[src/rtl/mult_arbiter_pkg.sv]
// Shared definitions for the two-requester multiplier arbiter: FSM encoding,
// datapath widths and the legal range of the multiplier settle latency.
package mult_arbiter_pkg;

    localparam int OP_W        = 4;
    localparam int PROD_W      = 16;
    localparam int MUL_LAT_MIN = 1;
    localparam int MUL_LAT_MAX = 7;
    localparam int CNT_W       = 3;

    typedef enum logic [1:0] {
        ST_IDLE = 2'd0,
        ST_CALC = 2'd1,
        ST_RESP = 2'd2
    } state_t;

    // One-hot response/grant vector for a requester index.
    function automatic logic [1:0] onehot2(input logic idx);
        return idx ? 2'b10 : 2'b01;
    endfunction

endpackage

[src/rtl/mult_arbiter_array_multiplier.sv]
// Combinational unsigned array multiplier: one shifted partial product per
// multiplier bit, accumulated through a ripple chain of adders.
module array_multiplier
    import mult_arbiter_pkg::*;
(
    input  logic [OP_W-1:0]   a,
    input  logic [OP_W-1:0]   b,
    output logic [PROD_W-1:0] p
);

    logic [2*OP_W-1:0] pp  [OP_W];
    logic [2*OP_W-1:0] acc [OP_W+1];

    assign acc[0] = '0;

    generate
        for (genvar gi = 0; gi < OP_W; gi++) begin : g_row
            assign pp[gi]    = b[gi] ? ({{OP_W{1'b0}}, a} << gi) : '0;
            assign acc[gi+1] = acc[gi] + pp[gi];
        end
    endgenerate

    // The 4x4 product never exceeds 8 bits; the upper byte is always zero.
    assign p = {{(PROD_W-2*OP_W){1'b0}}, acc[OP_W]};

endmodule

[src/rtl/mult_arbiter.sv]
// Two-requester arbiter around one shared multiplier (IDLE -> CALC -> RESP).
// Define MULT_ARBITER_RR_EN for round-robin grant; default is fixed priority.
module mult_arbiter
    import mult_arbiter_pkg::*;
#(
    parameter int MUL_LAT = 2
) (
    input  logic              clk,
    input  logic              rst_n,
    input  logic [1:0]        req_valid,
    output logic [1:0]        req_ready,
    input  logic [OP_W-1:0]   a0,
    input  logic [OP_W-1:0]   b0,
    input  logic [OP_W-1:0]   a1,
    input  logic [OP_W-1:0]   b1,
    output logic [1:0]        rsp_valid,
    input  logic [1:0]        rsp_ready,
    output logic [PROD_W-1:0] rsp_p,
    output logic              busy
);

    generate
        if (MUL_LAT < MUL_LAT_MIN || MUL_LAT > MUL_LAT_MAX) begin : g_bad_lat
            $error("mult_arbiter: MUL_LAT out of range 1..7");
        end
    endgenerate

    localparam logic [CNT_W-1:0] CNT_LAST = CNT_W'(MUL_LAT - 1);

    state_t            state;
    logic [CNT_W-1:0]  cnt;
    logic [OP_W-1:0]   a_lat;
    logic [OP_W-1:0]   b_lat;
    logic              owner;
    logic [1:0]        grant;
    logic              accept;
    logic [OP_W-1:0]   a_sel;
    logic [OP_W-1:0]   b_sel;
    logic [PROD_W-1:0] mul_p;

`ifdef MULT_ARBITER_RR_EN
    logic last_served;

    // On contention the requester that was not served last wins.
    always_comb begin
        grant = 2'b00;
        if (req_valid == 2'b11) begin
            grant = last_served ? 2'b01 : 2'b10;
        end else begin
            grant = req_valid;
        end
    end
`else
    always_comb begin
        grant = 2'b00;
        if (req_valid[0]) begin
            grant = 2'b01;
        end else if (req_valid[1]) begin
            grant = 2'b10;
        end
    end
`endif

    assign req_ready = (state == ST_IDLE) ? grant : 2'b00;
    assign accept    = |(req_valid & req_ready);
    assign a_sel     = grant[1] ? a1 : a0;
    assign b_sel     = grant[1] ? b1 : b0;

    array_multiplier u_mul (
        .a (a_lat),
        .b (b_lat),
        .p (mul_p)
    );

    always_ff @(posedge clk or negedge rst_n) begin
        if (!rst_n) begin
            state     <= ST_IDLE;
            cnt       <= '0;
            a_lat     <= '0;
            b_lat     <= '0;
            owner     <= 1'b0;
            rsp_p     <= '0;
            rsp_valid <= 2'b00;
            busy      <= 1'b0;
`ifdef MULT_ARBITER_RR_EN
            last_served <= 1'b1;
`endif
        end else begin
            case (state)
                ST_IDLE: begin
                    if (accept) begin
                        a_lat <= a_sel;
                        b_lat <= b_sel;
                        owner <= grant[1];
                        cnt   <= '0;
                        state <= ST_CALC;
                        busy  <= 1'b1;
`ifdef MULT_ARBITER_RR_EN
                        last_served <= grant[1];
`endif
                    end
                end
                ST_CALC: begin
                    cnt <= cnt + 1'b1;
                    // Multiplier inputs have been stable for MUL_LAT cycles here.
                    if (cnt == CNT_LAST) begin
                        rsp_p     <= mul_p;
                        rsp_valid <= onehot2(owner);
                        state     <= ST_RESP;
                    end
                end
                ST_RESP: begin
                    if (rsp_ready[owner]) begin
                        rsp_valid <= 2'b00;
                        busy      <= 1'b0;
                        state     <= ST_IDLE;
                    end
                end
                default: begin
                    rsp_valid <= 2'b00;
                    busy      <= 1'b0;
                    state     <= ST_IDLE;
                end
            endcase
        end
    end

endmodule

[config.mk]
export PLATFORM = sky130hd
export DESIGN_NAME = mult_arbiter
export DESIGN_NICKNAME = d
export VERILOG_FILES = /design/src/rtl/mult_arbiter_pkg.sv /design/src/rtl/mult_arbiter_array_multiplier.sv /design/src/rtl/mult_arbiter.sv
export SDC_FILE = /design/constraint.sdc
export NUM_CORES = 1
export LEC_CHECK = 0
export CORE_MARGIN = 8
export CORE_UTILIZATION = 50
export CTS_CLUSTER_DIAMETER = 200
export CTS_CLUSTER_SIZE = 14
export DETAILED_ROUTE_END_ITERATION = 7
export GPL_TIMING_DRIVEN = 0
export PLACE_DENSITY = 0.8
export SLEW_MARGIN = 10
export SYNTH_ARGS = -nofsm -noshare
export SYNTH_HDL_FRONTEND = slang
export SYNTH_HIERARCHICAL = 1
export SYNTH_SLANG_ARGS = --single-unit
[constraint.sdc]
create_clock -name clk -period 3.55 [get_ports clk]
set_input_delay 1.065 -clock clk [delete_from_list [all_inputs] [get_ports clk]]
set_output_delay 1.065 -clock clk [all_outputs]
set_load 0.03 [all_outputs]
# Yosys cells after proc, flatten, opt, wreduce, memory -nomap -nowiden
# Cells that the tools add are included.
# W data, S select, Z words.
# word_totals
regBits	25
inputBits	22
out_inout_bits	21
word_cells	54
# op_classes
addsub	4
magnitude_cmp	1
eq_ne	6
mux	23
bitwise	3
n_reduce_logical	9
# ops
cell	count
$mux W2	8
$mux W4	3
$pmux W2 S3	2
$reduce_and A3 Y1	3
$add A8 B6 Y8	1
$add A8 B7 Y8	1
$add A8 B8 Y8	1
$mux W7	1
$mux W6	1
$ne A2 B2 Y1 const B	3
$pmux W3 S2	1
$reduce_and A2 Y1	3
$mux W5	1
$mux W1	4
$add A3 B1 Y3 const B	1
$eq A3 B1 Y1 const B	1
$mux W3	1
$pmux W1 S3	1
$and A2 B2 Y2	1
$eq A2 B1 Y1 const B	1
$eq A2 B2 Y1 const B	1
$logic_not A2 Y1	1
$lt A1 B2 Y1 const B	1
$not A1 Y1	2
2 further kinds	2

# Logic depth before layout (Yosys ltp)
# Gate-level depths: netlist (run 1).
# depth
depth_word	7
depth_mapped	11
mapped_depth_nobuf	11

# Cells and area by module
# The synthesis (run 1) kept the hierarchy.
# modules_own_cells
module	n_inst	cells_per_inst	area_per_inst_um2	seq_area_each_um2
mult_arbiter	1	101	1448.9	825.8
array_multiplier	1	51	449.2	0.0

# Least setup slack after synthesis (run 1)
# No wires, ideal clock.
# synth_path
kind	input to output
from	input req_valid[0]
to	output req_ready[1]
arrival_time_ns	2.067
t_required_ns	2.485
path_slack_ns	0.418
path_stages	3
n_path_buf	1
cell_sequence	nand2b_1 clkbuf_1 nor3_1
# synth_via
elab_chain_len	2
# synth_rtl
item	line_no	rtl
start, declared	mult_arbiter.sv:10	input logic [1:0] req_valid,
$mux W2	mult_arbiter.sv:56	if (req_valid[0]) begin
$mux W2	mult_arbiter.sv:64	assign req_ready = (state == ST_IDLE) ? grant : 2'b00;
end, declared	mult_arbiter.sv:11	output logic [1:0] req_ready,
# No other way between the ends.

# Final worst setup path (run 1)
# layout_path
from	input req_valid[0]
to	output req_ready[0]
# Same word-level chain as after synthesis.

==> summary.txt, run 1 <==
Outcome
  – Status: complete, no violations

Worst setup path
  – Worst Setup End Kind: output pin
  – Cell mode on critical path: clkdlybuf4s50_1
  – CP Class: input port to output pin
  – Top fanout value on the critical path: 3
  – Worst endpoint required time: 2.48 ns
  – Crit start category: input port
  – Crit path cell chain: clkdlybuf4s50_1, and2_1, clkdlybuf4s50_1
  – Slowest-stage cell, CP: clkdlybuf4s50_1
  – Worst Path Buf+Inv: 2
  – Flop-to-flop setup slack: 0.34 ns
  – Crit path DAT: 2.38 ns
  – Top delay family on crit path: buffers and inverters
  – CP max stage delay: 0.67 ns

GRT
  – Gr usage total: 0.135
  – Largest net degree at the start of global routing: 34
  – First-pass GRT wire length: 6540 µm
  – Initial antenna violation count: 0
  – Total grt overflow: 0
  – Number of global-route vias before repair: 1,348

Min path
  – Min-Delay Path Class: flip-flop to flip-flop

Floorplanning
  – Die ar.: 6020 µm²
  – Die height: 77.6 µm
  – Effective utilization at floorplan: 0.518
  – Row cnt: 22
  – Core Box Area: 3660 µm²
  – I/O Pins: 43
  – Die Width: 77.6 µm

Clocking
  – Clk Latency, worst-skew pair: 0.28 ns
  – Max Buffers Root-to-Sink: 2
  – H-tree levels: 2
  – TritonCTS clock tree: built
  – Clk slew on worst S/H paths: 0.06 ns
  – Total setup buffers inserted after CTS: 0
  – CTS sink cnt: 33
  – Root buffer cell: clkbuf_8
  – TritonCTS buffer count: 5

STA
  – Tcrit/Tclk final: 0.970
  – Hold Fails Final Rpt: 0
  – Worst Tran Pin Value: 0.700 ns
  – Rel. slew slack: 0.533
  – Setup tns final: 0 ns
  – Max-slew violations: 0
  – Clock Skews: 0.00502 ns
  – F_max: 290 MHz
  – Final setup fails: 0
  – RSZ-0062 raised after global routing: false
  – Worst hold slack: 0.503 ns
  – Final min period: 3.44 ns

Power and ir drop
  – Clock power frac: 0.115
  – Pleak: 1.14 nW
  – Sw frac: 0.410
  – Switching power: 0.980 mW
  – Internal power: 1.41 mW
  – Flop pwr share: 0.299
  – Tot Pwr: 2.39 mW
  – Comb pwr share: 0.586
  – Power Dens Cells: 963 nW/µm²
  – Peak supply drop: 0.606 mV

Drt
  – First DRT Iteration DRCs: 32
  – Vias: 1,241
  – Per-cell routed wire length: 14.6 µm
  – First drt pass iteration count: 2
  – Post-DRT Antenna Nets: 0
  – # DRC: 0
  – Routed WL: 3730 µm
  – DR vias/cell: 4.87

Finish
  – Area delta synth->final: 30.7%
  – Final net count: 246
  – # diodes: 0
  – Finished Layout Cells: 255
  – Share of cells above drive strength 1: 0.275
  – Fill cells: 317
  – Design area: 2480 µm²

Placement
  – Inst Count DP: 249
  – DPL Wire Length: 2980 µm
  – Placer Congestion: 0.771
  – Cell Area, Placed: 2400 µm²
  – Input/output buffers: 42

Synthesis
  – Post-synth EDFFs: 0
  – Top_reg_cell synth: dfrtp_1
  – Synth warn: 6
  – Largest cells by area after synthesis: dfrtp_1, mux2_2, ha_1
  – Area leader, netlist: dfrtp_1
  – Asr flop ratio synth: 1.00
  – Post-synth top area share: 0.435
  – Synthesized flop and latch total: 33
  – Sequential area share after synthesis: 0.435
  – Synthesized instance count: 152
  – Synth Cell Area: 1900 µm²
  – Avg Cell Area, Syn: 12.5 µm²
  – Synth cell types: 33

Run
  – MaxCap Viol Count: 0
cell usage in the layout (no fill, tap or decap), types with 3 or more instances in the layout:
master           synthesis  routed
buf_4                    8       8
nand2_1                  6       6
ha_1                    12      12
inv_1                    5       5
dfrtp_1                 33      33
conb_1                   1       8
mux2_2                  33      33
clkbuf_8                 0       6
fa_1                     5       5
clkdlybuf4s50_1          0      40
and2_1                  13      13
nor2_1                   3       3
area by class of cell:
class / count / area (µm²) / area share
Buffer: 10 / 76.3 / 0.0308
Clock buffer: 7 / 86.3 / 0.0348
Inverter: 5 / 18.8 / 0.00757
Multi-Input combinational cell: 110 / 1000 / 0.404
Sequential cell: 33 / 826 / 0.333
Tap cell: 48 / 60.1 / 0.0242
Timing Repair Buffer: 42 / 410 / 0.165
final timing paths:
check                                startpoint              endpoint  depth (start not counted)
max in group asynchronous                 rst_n  a_lat[1]$_DFFE_PN0P_                          1
min in group asynchronous                 rst_n    cnt[1]$_DFFE_PN0P_                          1
max                                req_valid[0]          req_ready[0]                          3
min                            busy$_DFFE_PN0P_      busy$_DFFE_PN0P_                          1
max reg2reg                b_lat[3]$_DFFE_PN0P_  rsp_p[7]$_DFFE_PN0P_                         11
min reg2reg                    busy$_DFFE_PN0P_      busy$_DFFE_PN0P_                          1
sequential cells by signal (all words and copies together), names as in the netlist:
register   count
owner          1
rsp_p         16
rsp_valid      2
busy           1
state          2
a_lat          4
cnt            3
b_lat          4
Yosys cell counts, drive strengths merged (3+ instances only):
cell,number
ha,12
nor2,3
fa,5
dfrtp,33
inv,5
buf,10
a21oi,3
and2,13
mux2,33
nand2,6
power by group through the flow:
stage,sequential (mW),combinational [mW],clock [mW]
floorplan,0.879,0.791,0
global placement,0.701,1.36,0
detailed placement,0.719,1.42,0
CTS,0.716,1.43,0.288
global route,0.744,1.55,0.304
finish,0.715,1.40,0.275
layer usage:
metal  global-route usage  part of all wire  vias to the layer above
met1                0.157              0.43                      589
met5                    0                 0                        -
met4               0.0453             0.013                        0
li1                     -                 -                      614
met2                0.211              0.48                       32
met3               0.0680             0.078                        6
logic make-up (layout without fill, tap and decap cells):
family                   after synthesis  in the layout  synth area share
multiplexers                          34             34             0.201
flip-flops                            33             33             0.435
other                                  1              8           0.00198
adder cells (fa/ha/maj)               17             17             0.132
XOR/XNOR                               4              4            0.0185
AO/OA/AOI/OAI                         13             13            0.0481
buffers and inverters                 16             64            0.0521
AND/OR/NAND/NOR                       34             34             0.111
through the flow:
stage,setup WS (ns),utilization
2_1_floorplan,0.418,-
3_5_place_dp,-0.321,0.656
4_1_cts,0.000169,0.678
5_1_grt,0.0448,0.677
3_3_place_gp,-0.269,0.657
6_report,0.107,0.677
what timing repair did:
item,CTS,global route
pin swaps,0,0
setup endpoints to repair,1,1
gates resized for setup,2,3
hold buffers,0,0
endpoints found under the hold margin,0,0
Note: power is estimated with default switching activity, not from simulation.
==> run 2, diff against run 1 <==
--- a/config.mk
+++ b/config.mk
@@ -5,13 +5,16 @@
 export SDC_FILE = /design/constraint.sdc
 export NUM_CORES = 1
 export LEC_CHECK = 0
+export CAP_MARGIN = 5
+export CELL_PAD_IN_SITES_DETAIL_PLACEMENT = 1
+export CELL_PAD_IN_SITES_GLOBAL_PLACEMENT = 1
 export CORE_MARGIN = 8
-export CORE_UTILIZATION = 50
+export CORE_UTILIZATION = 40
 export CTS_CLUSTER_DIAMETER = 200
 export CTS_CLUSTER_SIZE = 14
 export DETAILED_ROUTE_END_ITERATION = 7
 export GPL_TIMING_DRIVEN = 0
-export PLACE_DENSITY = 0.8
+export PLACE_DENSITY_LB_ADDON = 0.1
 export SLEW_MARGIN = 10
 export SYNTH_ARGS = -nofsm -noshare
 export SYNTH_HDL_FRONTEND = slang
==> summary.txt, run 2 (synthesis gave the netlist of run 1 again) <==
Drt
  – Vias: 1,290 (was 1,241)
  – First DRT Iteration DRCs: 20 (was 32)
  – DR vias/cell: 4.92 (was 4.87)
  – Post-DRT Antenna Nets: 0 (unchanged)
  – Per-cell routed wire length: 16.8 µm (was 14.6 µm)
  – First drt pass iteration count: 3 (was 2)
  – # DRC: 0 (unchanged)
  – Routed WL: 4400 µm (was 3730 µm)

Worst setup path
  – Slowest-stage cell, CP: clkdlybuf4s50_1 (unchanged)
  – Worst endpoint required time: 2.48 ns (about the same)
  – Cell depth of the worst flop-to-flop path: 11 (unchanged)
  – Top delay family on crit path: buffers and inverters (unchanged)
  – Crit path cell chain: clkdlybuf4s50_1, and2_1, clkdlybuf4s50_1 (unchanged)
  – CP Class: input port to output pin (unchanged)
  – Flop-to-flop setup slack: 0.33 ns (was 0.34 ns)
  – Top fanout value on the critical path: 3 (unchanged)
  – Worst Path Buf+Inv: 2 (unchanged)
  – Cell mode on critical path: clkdlybuf4s50_1 (unchanged)
  – Worst Setup End Kind: output pin (unchanged)
  – Crit Reg-Reg Startpoint: b_lat[3]$_DFFE_PN0P_ (unchanged)
  – Crit start category: input port (unchanged)
  – R2R Path End: rsp_p[7]$_DFFE_PN0P_ (unchanged)
  – Crit path DAT: 2.38 ns (about the same)
  – CP max stage delay: 0.67 ns (about the same)

STA
  – Rel. slew slack: 0.505 (was 0.533)
  – Clock Skews: 0.00946 ns (was 0.00502 ns)
  – Final setup fails: 0 (unchanged)
  – Tcrit/Tclk final: 0.971 (was 0.970)
  – Worst Tran Pin Value: 0.742 ns (was 0.700 ns)
  – RSZ-0062 raised after global routing: false (unchanged)
  – F_max: 290 MHz (about the same)
  – Final min period: 3.45 ns (was 3.44 ns)
  – Hold Fails Final Rpt: 0 (unchanged)
  – Setup tns final: 0 ns (unchanged)
  – Worst hold slack: 0.512 ns (was 0.503 ns)
  – Max-slew violations: 0 (unchanged)

Finish
  – Top flop regs: rsp_p x16, a_lat x4, b_lat x4 (unchanged)
  – Leading cell type in the layout, fill and taps excluded: clkdlybuf4s50_1 (unchanged)
  – Share of cells above drive strength 1: 0.279 (was 0.275)
  – Design area: 2520 µm² (was 2480 µm²)
  – Fill cells: 483 (was 317)
  – Largest register FFs: 16 (unchanged)
  – Register with the most flip-flops: rsp_p (unchanged)
  – Finished Layout Cells: 262 (was 255)
  – Most frequent cells in the layout: clkdlybuf4s50_1, mux2_2, dfrtp_1 (unchanged)
  – Final net count: 246 (unchanged)
  – Area delta synth->final: 33.0% (was 30.7%)
  – # diodes: 0 (unchanged)

Min path
  – Hold endpoint: rsp_p[5]$_DFFE_PN0P_ (was busy$_DFFE_PN0P_)
  – Hold_sp: rsp_p[5]$_DFFE_PN0P_ (was busy$_DFFE_PN0P_)
  – Hold Path Cell Cnt: 1 (unchanged)
  – Min-Delay Path Class: flip-flop to flip-flop (unchanged)

Power and ir drop
  – Pleak: 1.16 nW (was 1.14 nW)
  – Power Dens Cells: 996 nW/µm² (was 963 nW/µm²)
  – Peak supply drop: 0.409 mV (was 0.606 mV)
  – Tot Pwr: 2.51 mW (was 2.39 mW)

Floorplanning
  – Die ar.: 7210 µm² (was 6020 µm²)
  – Die height: 84.9 µm (was 77.6 µm)
  – Die Width: 84.9 µm (was 77.6 µm)
  – Core Box Area: 4660 µm² (was 3660 µm²)
  – I/O Pins: 43 (unchanged)
  – Effective utilization at floorplan: 0.407 (was 0.518)
  – Row cnt: 25 (was 22)

GRT
  – Number of global-route vias before repair: 1,484 (was 1,348)
  – Initial antenna violation count: 0 (unchanged)
  – Total grt overflow: 0 (unchanged)
  – Gr usage total: 0.138 (was 0.135)
  – First-pass GRT wire length: 7710 µm (was 6540 µm)
  – Largest net degree at the start of global routing: 34 (unchanged)

Clocking
  – TritonCTS clock tree: built (unchanged)
  – H-tree levels: 2 (unchanged)
  – Post_cts resized: 4 (was 2)
  – Clk slew on worst S/H paths: 0.07 ns (was 0.06 ns)
  – Root buffer cell: clkbuf_8 (unchanged)
  – TritonCTS buffer count: 5 (unchanged)
  – Clk Latency, worst-skew pair: 0.30 ns (was 0.28 ns)
  – Total setup buffers inserted after CTS: 0 (unchanged)
  – CTS sink cnt: 33 (unchanged)
  – Max Buffers Root-to-Sink: 2 (unchanged)
  – CTS Hold Buffers Added: 0 (unchanged)

Placement
  – Placer Congestion: 0.772 (was 0.771)
  – Input/output buffers: 42 (unchanged)
  – Inst Count DP: 255 (was 249)
  – Cell Area, Placed: 2410 µm² (was 2400 µm²)
  – DPL Wire Length: 3270 µm (was 2980 µm)

Outcome
  – Status: complete, no violations (unchanged)

Run
  – MaxCap Viol Count: 0 (unchanged)
-- run 2: cell count changes in the layout (fill, tap and decap cells not counted), sizes merged --
cell / before / now
bufinv: 0 / 1
clkbuf: 8 / 7
clkdlybuf4s15: 0 / 1
-- run 2: per-stage QoR --
stage | util | setup slack [ns]
finish | 0.541 | 0.104
global route | 0.541 | 0.0378
floorplan | - | 0.418
CTS | 0.541 | 0.0626
global placement | 0.518 | -0.282
detailed placement | 0.517 | -0.349
-- run 2: power by group --
group	switching, mW	internal, mW	total (mW)	leakage (nW)
clock network	0.145	0.229	0.374	0.0585
logic	0.727	0.700	1.43	0.700
registers	0.152	0.559	0.711	0.399
total	1.02	1.49	2.51	1.16
-- run 2: per-layer routing --
metal	GRT usage	vias up	part of all wire
met4	0.0583	0	0.018
li1	-	613	-
met2	0.228	36	0.49
met3	0.0579	7	0.077
met1	0.152	634	0.42
met5	0	-	0
-- run 2: final cells by class --
type	instances	area (µm²)	area share
multi-input cells	110	1000	0.397
inverters	5	18.8	0.00744
clock inverters	1	30.0	0.0119
flip-flops and latches	33	826	0.327
clock buffers	7	86.3	0.0342
plain buffers	10	76.3	0.0302
repair buffers	42	417	0.165
well taps	54	67.6	0.0268
-- run 2: worst max path at each step --
stage | startpoint | endpoint | slack, ns | cells after the start
2_1_floorplan | req_valid[0] | req_ready[1] | 0.42 | 3
4_1_cts | req_valid[0] | req_ready[1] | 0.06 | 4
3_3_place_gp | req_valid[0] | req_ready[1] | -0.28 | 5
5_1_grt | req_valid[0] | req_ready[0] | 0.04 | 3
6_report | req_valid[0] | req_ready[0] | 0.10 | 3
3_5_place_dp | req_valid[1] | req_ready[1] | -0.35 | 5
==> run 3, diff against run 2 <==
--- a/config.mk
+++ b/config.mk
@@ -5,6 +5,7 @@
 export SDC_FILE = /design/constraint.sdc
 export NUM_CORES = 1
 export LEC_CHECK = 0
+export ABC_CLOCK_PERIOD_IN_PS = 3550
 export CAP_MARGIN = 5
 export CELL_PAD_IN_SITES_DETAIL_PLACEMENT = 1
 export CELL_PAD_IN_SITES_GLOBAL_PLACEMENT = 1
@@ -14,6 +15,7 @@
 export CTS_CLUSTER_SIZE = 14
 export DETAILED_ROUTE_END_ITERATION = 7
 export GPL_TIMING_DRIVEN = 0
+export MAX_ROUTING_LAYER = met4
 export PLACE_DENSITY_LB_ADDON = 0.1
 export SLEW_MARGIN = 10
 export SYNTH_ARGS = -nofsm -noshare
==> summary.txt, run 3 (synthesis gave the netlist of run 1 again) <==
Outcome
  – Status: complete, no violations (unchanged)

Clocking
  – TritonCTS clock tree: built (unchanged)
  – TritonCTS buffer count: 5 (unchanged)
  – Root buffer cell: clkbuf_8 (unchanged)
  – Clk Latency, worst-skew pair: 0.30 ns (about the same)
  – Clk slew on worst S/H paths: 0.07 ns (about the same)
  – Total setup buffers inserted after CTS: 0 (unchanged)
  – H-tree levels: 2 (unchanged)
  – Post_cts resized: 4 (unchanged)
  – Max Buffers Root-to-Sink: 2 (unchanged)
  – CTS Hold Buffers Added: 0 (unchanged)
  – CTS sink cnt: 33 (unchanged)

Drt
  – Per-cell routed wire length: 16.8 µm (about the same)
  – Met2 WL: 2140 µm (about the same)
  – Vias: 1,293 (was 1,290)
  – First drt pass iteration count: 4 (was 3)
  – First DRT Iteration DRCs: 22 (was 20)
  – Highest Signal Layer: met4 (unchanged)
  – Post-DRT Antenna Nets: 0 (unchanged)
  – WL met1: 1920 µm (was 1840 µm)
  – Routed WL: 4400 µm (about the same)
  – Routed met3 length: 257 µm (was 338 µm)
  – # DRC: 0 (unchanged)
  – DR vias/cell: 4.94 (was 4.92)

STA
  – Clock Skews: 0.0102 ns (was 0.00946 ns)
  – Final setup fails: 0 (unchanged)
  – F_max: 290 MHz (unchanged)
  – Final min period: 3.45 ns (unchanged)
  – Max-slew violations: 0 (unchanged)
  – Worst Tran Pin Value: 0.744 ns (was 0.742 ns)
  – Setup WS post-layout: 0.104 ns (unchanged)
  – RSZ-0062 raised after global routing: false (unchanged)
  – Hold Fails Final Rpt: 0 (unchanged)
  – Rel. slew slack: 0.504 (was 0.505)
  – Tcrit/Tclk final: 0.971 (unchanged)

Min path
  – Hold Path Cell Cnt: 1 (unchanged)
  – Hold_sp: rsp_p[5]$_DFFE_PN0P_ (unchanged)
  – Min-Delay Path Class: flip-flop to flip-flop (unchanged)
  – Hold endpoint: rsp_p[5]$_DFFE_PN0P_ (unchanged)

Worst setup path
  – Cell depth of the worst flop-to-flop path: 11 (unchanged)
  – Worst Path Buf+Inv: 2 (unchanged)
  – R2R Path End: rsp_p[7]$_DFFE_PN0P_ (unchanged)
  – Worst endpoint required time: 2.48 ns (about the same)
  – Top fanout value on the critical path: 3 (unchanged)
  – Slowest-stage cell, CP: clkdlybuf4s50_1 (unchanged)
  – Crit Reg-Reg Startpoint: b_lat[3]$_DFFE_PN0P_ (unchanged)
  – Crit path DAT: 2.38 ns (about the same)
  – Flop-to-flop setup slack: 0.33 ns (about the same)
  – Cell mode on critical path: clkdlybuf4s50_1 (unchanged)
  – Worst Setup End Kind: output pin (unchanged)
  – Critical path origin: req_valid[0] (unchanged)
  – CP Class: input port to output pin (unchanged)
  – CP max stage delay: 0.67 ns (about the same)
  – Crit path cell chain: clkdlybuf4s50_1, and2_1, clkdlybuf4s50_1 (unchanged)
  – Top delay family on crit path: buffers and inverters (unchanged)
  – Crit start category: input port (unchanged)

Floorplanning
  – Core Box Area: 4660 µm² (unchanged)
  – Die Width: 84.9 µm (unchanged)
  – Die height: 84.9 µm (unchanged)
  – Die ar.: 7210 µm² (unchanged)
  – I/O Pins: 43 (unchanged)
  – Row cnt: 25 (unchanged)
  – Effective utilization at floorplan: 0.407 (unchanged)

Power and ir drop
  – Pleak: 1.16 nW (unchanged)
  – Sw frac: 0.408 (about the same)
  – Clock power frac: 0.149 (about the same)
  – Flop pwr share: 0.283 (about the same)
  – Switching power: 1.02 mW (about the same)
  – Power Dens Cells: 996 nW/µm² (about the same)
  – Internal power: 1.49 mW (about the same)
  – Comb pwr share: 0.568 (about the same)
  – Tot Pwr: 2.51 mW (about the same)
  – Peak supply drop: 0.407 mV (was 0.409 mV)

Finish
  – Largest register FFs: 16 (unchanged)
  – Register with the most flip-flops: rsp_p (unchanged)
  – Finished Layout Cells: 262 (unchanged)
  – Storage element area: 826 µm² (unchanged)
  – Leading cell type in the layout, fill and taps excluded: clkdlybuf4s50_1 (unchanged)
  – Fill cells: 483 (unchanged)
  – Final net count: 246 (unchanged)
  – Finished Core Util: 0.541 (unchanged)
  – Multi-input combinational cell area: 1000 µm² (unchanged)
  – Top flop regs: rsp_p x16, a_lat x4, b_lat x4 (unchanged)
  – Area delta synth->final: 33.0% (unchanged)
  – # diodes: 0 (unchanged)
  – Most frequent cells in the layout: clkdlybuf4s50_1, mux2_2, dfrtp_1 (unchanged)
  – Share of cells above drive strength 1: 0.279 (unchanged)

GRT
  – Gr usage total: 0.142 (was 0.138)
  – Largest net degree at the start of global routing: 34 (unchanged)
  – Number of global-route vias before repair: 1,488 (was 1,484)
  – Total grt overflow: 0 (unchanged)
  – First-pass GRT wire length: 7690 µm (was 7710 µm)
  – Initial antenna violation count: 0 (unchanged)

Placement
  – Inst Count DP: 255 (unchanged)
  – Input/output buffers: 42 (unchanged)
  – Pre-CTS setup slack: -0.349 ns (unchanged)
  – DPL Wire Length: 3270 µm (unchanged)
  – Placer Congestion: 0.783 (was 0.772)

Run
  – MaxCap Viol Count: 0 (unchanged)
[run 3: cell counts in the layout (fill, tap and decap cells not counted)]
Identical to the previous run, type by type.
[run 3: how the worst max path moves through the flow]
stage,endpoint,slack [ns],depth (start not counted)
final,req_ready[0],0.10,3
after global routing,req_ready[0],0.04,3
after CTS,req_ready[1],0.06,4
after detailed placement,req_ready[1],-0.35,5
after global placement,req_ready[1],-0.28,5
after floorplan,req_ready[1],0.42,3
[run 3: power groups by stage]
stage          sequential [mW]  clock, mW  combinational [mW]
6_report                 0.711      0.374                1.43
5_1_grt                  0.749      0.393                1.61
4_1_cts                  0.717      0.384                1.46
3_5_place_dp             0.719          0                1.42
3_3_place_gp             0.706          0                1.38
2_1_floorplan            0.879          0               0.791
[run 3: per-layer routing]
layer  track usage  up-vias
li1              -      613
met1         0.158      635
met2         0.228       36
met3        0.0483        9
met4        0.0583        0
met5             -        -
[run 3: metrics by stage]
step                hold slack (ns)  instance area, µm²  setup TNS [ns]
finish                        0.512                2520               0
global route                  0.529                2520               0
CTS                           0.519                2520               0
detailed placement            0.495                2410          -0.349
global placement              0.477                2410          -0.282
floorplan                     0.513                1920               0
[run 3: cell type report]
class | instances | area share
multi-input combinational | 110 | 0.397
timing repair buffer | 42 | 0.165
clock inverter | 1 | 0.0119
clock buffer | 7 | 0.0342
sequential | 33 | 0.327
buffer | 10 | 0.0302
tap | 54 | 0.0268
inverter | 5 | 0.00744
[run 3: worst register-to-register path: cells and delay by family, from the launching register on]
| family | cells | cell delay [ns] |
|---|---|---|
| adder cells (fa/ha/maj) | 4 | 1.71 |
| AO/OA/AOI/OAI | 2 | 0.35 |
| multiplexers | 1 | 0.27 |
| XOR/XNOR | 1 | 0.08 |
| flip-flops | 1 | 0.41 |
| buffers and inverters | 2 | 0.10 |
| AND/OR/NAND/NOR | 1 | 0.20 |
